$ cat config.mk
export PLATFORM = sky130hd
export DESIGN_NAME = sha256_msg_sched
export DESIGN_NICKNAME = d
export VERILOG_FILES = /design/src/rtl/sha256_msg_sched.sv
export SDC_FILE = /design/constraint.sdc
export NUM_CORES = 1
export LEC_CHECK = 0
export BUFFER_PORTS_ARGS = -buffer_cell sky130_fd_sc_hd__buf_4
export CAP_MARGIN = 20
export CELL_PAD_IN_SITES_DETAIL_PLACEMENT = 1
export CELL_PAD_IN_SITES_GLOBAL_PLACEMENT = 2
export CORE_MARGIN = 2
export CORE_UTILIZATION = 35
export CTS_CLUSTER_DIAMETER = 60
export DETAILED_ROUTE_END_ITERATION = 10
export PLACE_DENSITY_LB_ADDON = 0.1
export SYNTH_ARGS = -nofsm -noshare
export SYNTH_HDL_FRONTEND = slang
export SYNTH_SLANG_ARGS = --single-unit
$ cat constraint.sdc
create_clock -name i_clk -period 15.35 [get_ports i_clk]
set_clock_uncertainty 0.2 [all_clocks]
set_input_delay 2.3025 -clock i_clk [delete_from_list [all_inputs] [get_ports i_clk]]
set_output_delay 2.3025 -clock i_clk [all_outputs]
set_load 0.02 [all_outputs]
$ cat src/rtl/sha256_msg_sched.sv
// SHA-256 message schedule stage.
// Accepts one 512-bit padded block and streams the schedule words W[0..P_ROUNDS-1] to the
// compression round datapath, one word per output handshake.
//
// Parameters:
//   P_ROUNDS    : words streamed per block (17..64), last index is P_ROUNDS-1
//   P_BACK2BACK : 1 lets a new block be accepted in the last word's handshake cycle
//
// Ports:
//   i_clk       : rising-edge clock
//   i_reset     : synchronous active-high reset
//   i_blk_valid : upstream block available
//   o_blk_ready : block accepted when i_blk_valid & o_blk_ready
//   i_blk_data  : block, big-endian (W[0] = i_blk_data[511:480])
//   o_w_valid   : schedule word available
//   i_w_ready   : downstream accepts word when o_w_valid & i_w_ready
//   o_w_data    : W[o_w_idx]
//   o_w_idx     : round index of o_w_data
//   o_w_last    : high while o_w_idx == P_ROUNDS-1 and o_w_valid is high
module sha256_msg_sched #(
  parameter int unsigned P_ROUNDS    = 64,
  parameter bit          P_BACK2BACK = 1'b1
) (
  input  logic         i_clk,
  input  logic         i_reset,
  input  logic         i_blk_valid,
  output logic         o_blk_ready,
  input  logic [511:0] i_blk_data,
  output logic         o_w_valid,
  input  logic         i_w_ready,
  output logic [31:0]  o_w_data,
  output logic [5:0]   o_w_idx,
  output logic         o_w_last
);

  typedef enum logic [0:0] {StIdle, StRun} state_e;

  localparam logic [5:0] LP_LAST = 6'(P_ROUNDS - 1);

  state_e      r_state;
  logic [31:0] r_win [16];
  logic [5:0]  r_idx;

  logic        w_run;
  logic        w_last;
  logic        w_blk_ready;
  logic        w_blk_hs;
  logic [31:0] w_next;

  // Small sigma helpers of the SHA-256 schedule recurrence.
  function automatic logic [31:0] f_sig0(input logic [31:0] x);
    return {x[6:0], x[31:7]} ^ {x[17:0], x[31:18]} ^ (x >> 3);
  endfunction

  function automatic logic [31:0] f_sig1(input logic [31:0] x);
    return {x[16:0], x[31:17]} ^ {x[18:0], x[31:19]} ^ (x >> 10);
  endfunction

  assign w_run       = (r_state == StRun);
  assign w_last      = w_run && (r_idx == LP_LAST);
  // In RUN a new block is only taken while the final word is leaving.
  assign w_blk_ready = !w_run || (P_BACK2BACK && i_w_ready && w_last);
  assign w_blk_hs    = i_blk_valid && w_blk_ready;

  // win[0] is W[t], so win[15] receives W[t+16] = s1(W[t+14]) + W[t+9] + s0(W[t+1]) + W[t].
  assign w_next = f_sig1(r_win[14]) + r_win[9] + f_sig0(r_win[1]) + r_win[0];

  always_ff @(posedge i_clk) begin
    if (i_reset) begin
      r_state <= StIdle;
      r_idx   <= 6'd0;
      for (int i = 0; i < 16; i++) r_win[i] <= 32'd0;
    end else begin
      unique case (r_state)
        StIdle: begin
          if (i_blk_valid) begin
            for (int i = 0; i < 16; i++) r_win[i] <= i_blk_data[511-32*i -: 32];
            r_idx   <= 6'd0;
            r_state <= StRun;
          end
        end
        StRun: begin
          if (i_w_ready) begin
            if (w_last) begin
              r_idx <= 6'd0;
              if (w_blk_hs) begin
                for (int i = 0; i < 16; i++) r_win[i] <= i_blk_data[511-32*i -: 32];
              end else begin
                r_state <= StIdle;
              end
            end else begin
              for (int i = 0; i < 15; i++) r_win[i] <= r_win[i+1];
              r_win[15] <= w_next;
              r_idx     <= r_idx + 6'd1;
            end
          end
        end
        default: r_state <= StIdle;
      endcase
    end
  end

  assign o_blk_ready = w_blk_ready;
  assign o_w_valid   = w_run;
  assign o_w_data    = r_win[0];
  assign o_w_idx     = r_idx;
  assign o_w_last    = w_last;

endmodule

## Word-level counts from Yosys, hierarchy flattened

Memories as Yosys holds them, arrays and structs flattened.
Cells that the tools add are included.

| storage, ports and cells | value |
|---|---|
| register bits | 7 |
| RAM bits | 512 |
| bits of input ports | 516 |
| output and inout port bits | 41 |
| word-level logic and storage cells | 141 |
| memories kept | 1 |

| operators by class | value |
|---|---|
| add/subtract/negate cells | 4 |
| eq/ne operators | 3 |
| mux-type cells | 72 |
| bitwise operators | 53 |
| reductions and logical operators | 6 |

Memories:

| name | words | width | rd ports | clocked after memory_dff | write ports | line | RTL |
|---|---|---|---|---|---|---|---|
| r_win | 16 | 32 | 16 | 0 | 16 | 41 | `logic [31:0] r_win [16];` |

Operators with widths:

| kind | number |
|---|---|
| two-way mux 32 bit | 48 |
| adder 32 bit | 3 |
| bitwise XOR 32 bit | 2 |
| OR 1 bit | 48 |
| bitwise XOR 32 x 22 -> 32 bit | 1 |
| bitwise XOR 32 x 29 -> 32 bit | 1 |
| two-way mux 1 bit | 19 |
| two-way mux 6 bit | 3 |
| one-hot mux 6 bit (2 select lines) | 1 |
| adder 6 x 1 -> 6 bit (second input constant) | 1 |
| equality test 6 bit (second input constant) | 1 |
| != test 2 bit (second input constant) | 2 |
| logical AND 1 bit | 3 |
| one-hot mux 1 bit (2 select lines) | 1 |
| AND reduction 2 bit | 1 |
| logical NOT 1 bit | 1 |
| logical OR 1 bit | 1 |
| inverter 1 bit | 1 |

## Depth between registers and ports, before layout

| logic depth | value |
|---|---|
| word-level depth | 13 |
| mapped depth | 16 |
| mapped depth without buffers | 16 |

## Worst setup path before layout

Ideal clock, no wire load.

| timing path | value |
|---|---|
| kind | input port to flip-flop |
| from | in i_w_ready |
| to | mem r_win[3][4] (netlist: r_win[0][100]) (enable) |
| data arrival time | 6821 ps |
| path slack | 6579 ps |
| cell stages on the path | 5 |
| path through | nand2_1 nor2_1 nor2_1 clkbuf_1 nand2_1 |

RTL lines:

| element | line | RTL |
|---|---|---|
| from (decl) | 30 | `input logic i_w_ready,` |
| to (decl) | 41 |  |

==> impl_metrics.py <==
metrics = {
    "global_routing": {
        "grt-ovfl-total": 0,
        "track_usage_pct": 26.4,
        "grt_pass1_vias": 20361,
        "grt_pass1_wl_mm": 146,
        "grt_max_degree": 210,
        "grt_antenna_before_repair": 36,
    },
    "route": {
        "drt_first_iter_violations": 1703,
        "wirelength_mm": 105,
        "num_vias": 19653,
        "route.antenna.remaining_nets": 0,
        "drtPass1Iterations": 5,
        "drc_errors": 0,
        "vias_per_cell": 5.33,
        "wl_per_cell_um": 28.5,
    },
    "placement": {
        "place.detailed.hpwl_mm": 79.9,
        "place_congestion": 0.895,
        "dpl-instance-area_mm2": 0.0311,
        "io_buffers": 556,
        "place_inst": 3546,
        "pre_cts_ws_ns": 9.22,
    },
    "clocking": {
        "cts_setup_buffers": 0,
        "cts_tree": "yes",
        "cts_buffer_depth": 3,
        "root_buffer": "clkbuf_16",
        "clk_latency_ns": 0.62,
        "cts_max_level": 3,
        "ctsHoldBuffers": 0,
        "cts.sinks": 519,
        "cts_buffers": 66,
        "post_cts_resized": 0,
        "cts.clk_slew.worst_paths_ns": 0.06,
    },
    "power": {
        "leakage_nw": 13.9,
        "ir_worst_vdd_mv": 0.0738,
        "total_power_w": 0.00516,
        "p_per_area_mw_per_mm2": 155,
    },
    "logic_synthesis": {
        "synth_edf_count": 512,
        "ys_async_sr_fraction_pct": 0,
        "synth_seq_area_share_pct": 59.0,
        "synth_cells": 2178,
        "synth_top_area_cell": "edfxtp_1",
        "yosysTopAreaCellShare_pct": 58.4,
        "synth_flop_cell": "edfxtp_1",
        "synth.cell_area_mm2": 0.0263,
        "ys_warn_count": 0,
        "synth_area_leaders": "edfxtp_1, a22o_1, nand2_1",
        "synth_common_cells": "edfxtp_1, nand2_1, a22o_1",
        "syn_area_per_cell_um2": 12.1,
        "syn_nets": 2788,
        "yosys_register_bits": 519,
        "yosysMostFrequentCell": "edfxtp_1",
        "ys_types": 59,
    },
    "worst_setup_path": {
        "path_cells": "xnor2_1, xnor2_1, fa_1, inv_1, fa_1, inv_1, ha_1, inv_1, fa_1, nor2b_1, o211ai_1, a211oi_1, nor3_1, o31a_1, xor2_1, a211oi_1",
        "critPathMaxStageDelay_ns": 0.79,
        "arrival_ns": 5.67,
        "slowest_stage": "edfxtp_1",
        "worstPathRequired_ns": 15.45,
        "worst-setup-path-type": "reg -> reg",
        "start_kind": "flop",
        "r2r_setup_slack_ns": 9.78,
        "path_max_fanout": 4,
        "cp-end-kind": "flop",
    },
    "finish": {
        "fillCellCount": 7867,
        "regArea_mm2": 0.0155,
        "multi_input_area_mm2": 0.00944,
        "fin_area_mm2": 0.0333,
        "layout.cells.non_filler": 3688,
        "nets": 3256,
        "syn_to_final_growth_pct": 26.4,
        "drive_gt1_share_pct": 25.3,
    },
    "min_path": {
        "min_path_type": "reg -> reg",
    },
    "timing": {
        "finalCritPeriodShare_pct": 36.3,
        "finalCriticalPeriod_ns": 5.57,
        "rsz0062_at_grt": "no",
        "finalMaxSlewViolations": 0,
        "setup_viol": 0,
        "maxSlewHeadroom_pct": 12.3,
        "hold_viol_final": 0,
        "fin_ws_ns": 9.78,
        "max_freq_ghz": 0.180,
        "finalSetupTns_ns": 0,
        "worst_slew_pin_slew_ns": 1.32,
    },
    "floorplan": {
        "die-height_um": 278,
        "core_area_mm2": 0.0744,
        "start_util_pct": 35.3,
        "ios": 557,
        "die_w_um": 278,
        "row_count": 100,
        "dieArea_mm2": 0.0774,
    },
    "job": {
        "drv_cap": 0,
    },
    "outcome": {
        "status": "finished, final reports clean",
    },
}
## logic make-up (layout without fill, tap and decap cells)
| family | count (synthesis) | after routing | share of synthesized area, % |
|---|---|---|---|
| AO/OA/AOI/OAI | 638 | 638 | 17.8 |
| XOR/XNOR | 133 | 133 | 4.43 |
| adder cells (fa/ha/maj) | 94 | 94 | 6.24 |
| buffers and inverters | 325 | 846 | 5.34 |
| flip-flops | 519 | 519 | 59.0 |
| other | 0 | 20 | 0 |
| AND/OR/NAND/NOR | 469 | 469 | 7.27 |
## stage by stage
stage,utilization (%),hold WS [ns]
floorplan,-,0.318
global placement,41.7,0.321
detailed placement,41.7,0.329
CTS,44.6,0.316
global route,44.7,0.336
finish,44.7,0.318
## cells in the final DEF (no fill, tap or decap), drive strengths merged, types with 3 or more instances in the layout
| cell type | instances |
|---|---|
| a211oi | 11 |
| and4 | 5 |
| o21bai | 3 |
| inv | 157 |
| o31ai | 4 |
| xor2 | 15 |
| nand3b | 5 |
| nor3 | 15 |
| o211ai | 3 |
| a21oi | 211 |
| a32o | 7 |
| o21ai | 30 |
| bufinv | 4 |
| xnor2 | 118 |
| nand3 | 8 |
| dfxtp | 7 |
| a22o | 321 |
| ha | 32 |
| a21o | 9 |
| diode | 20 |
| fa | 62 |
| nor2b | 3 |
| edfxtp | 512 |
| nand4 | 5 |
| o311ai | 4 |
| nand2 | 378 |
| buf | 575 |
| clkinv | 30 |
| o31a | 4 |
| or3 | 11 |
| nor2 | 28 |
| o21a | 14 |
| and3 | 4 |
| clkbuf | 79 |
## registers in the layout (all words and copies together), names as in the netlist
| register | cells |
|---|---|
| o_w_idx | 6 |
| o_w_valid | 1 |
| r_win | 512 |
## where the power goes
group	total, W	switching (W)	internal, W
Sequential	0.00184	0.000114	0.00173
Combinational	0.00179	0.00111	0.000683
Clock	0.00153	0.000643	0.000884
## critical path, delay by kind of cell, from the launching register on
kind / cells / cell delay, ns
flip-flops: 1 / 0.79
XOR/XNOR: 3 / 1.03
buffers and inverters: 3 / 0.24
adder cells (fa/ha/maj): 4 / 1.50
AO/OA/AOI/OAI: 4 / 1.13
AND/OR/NAND/NOR: 2 / 0.38
## path summary, 6_finish.rpt
check | startpoint | end | cells after the start
setup / recovery | r_win[0][466] | r_win[0][507] | 16
setup reg to reg | r_win[0][466] | r_win[0][507] | 16
hold / removal | r_win[0][281] | r_win[0][249] | 1
hold reg to reg | r_win[0][281] | r_win[0][249] | 1
## per-layer routing
metal | vias to the layer above | track usage [%] | wire (µm)
li1 | 8908 | - | -
met1 | 9786 | 34.1 | 43100
met2 | 750 | 41.8 | 49200
met3 | 173 | 7.82 | 8850
met4 | 36 | 10.6 | 3700
met5 | - | 0 | 215
## area by class of cell
type / count / share of cell area [%]
Timing Repair Buffer: 575 / 13.1
Antenna cell: 20 / 0.150
Multi-Input combinational cell: 1334 / 28.4
Tap cell: 969 / 3.64
Inverter: 150 / 1.69
Sequential cell: 519 / 46.6
Clock inverter: 42 / 1.21
Clock buffer: 79 / 5.17
(Power assumes the default switching activity.)
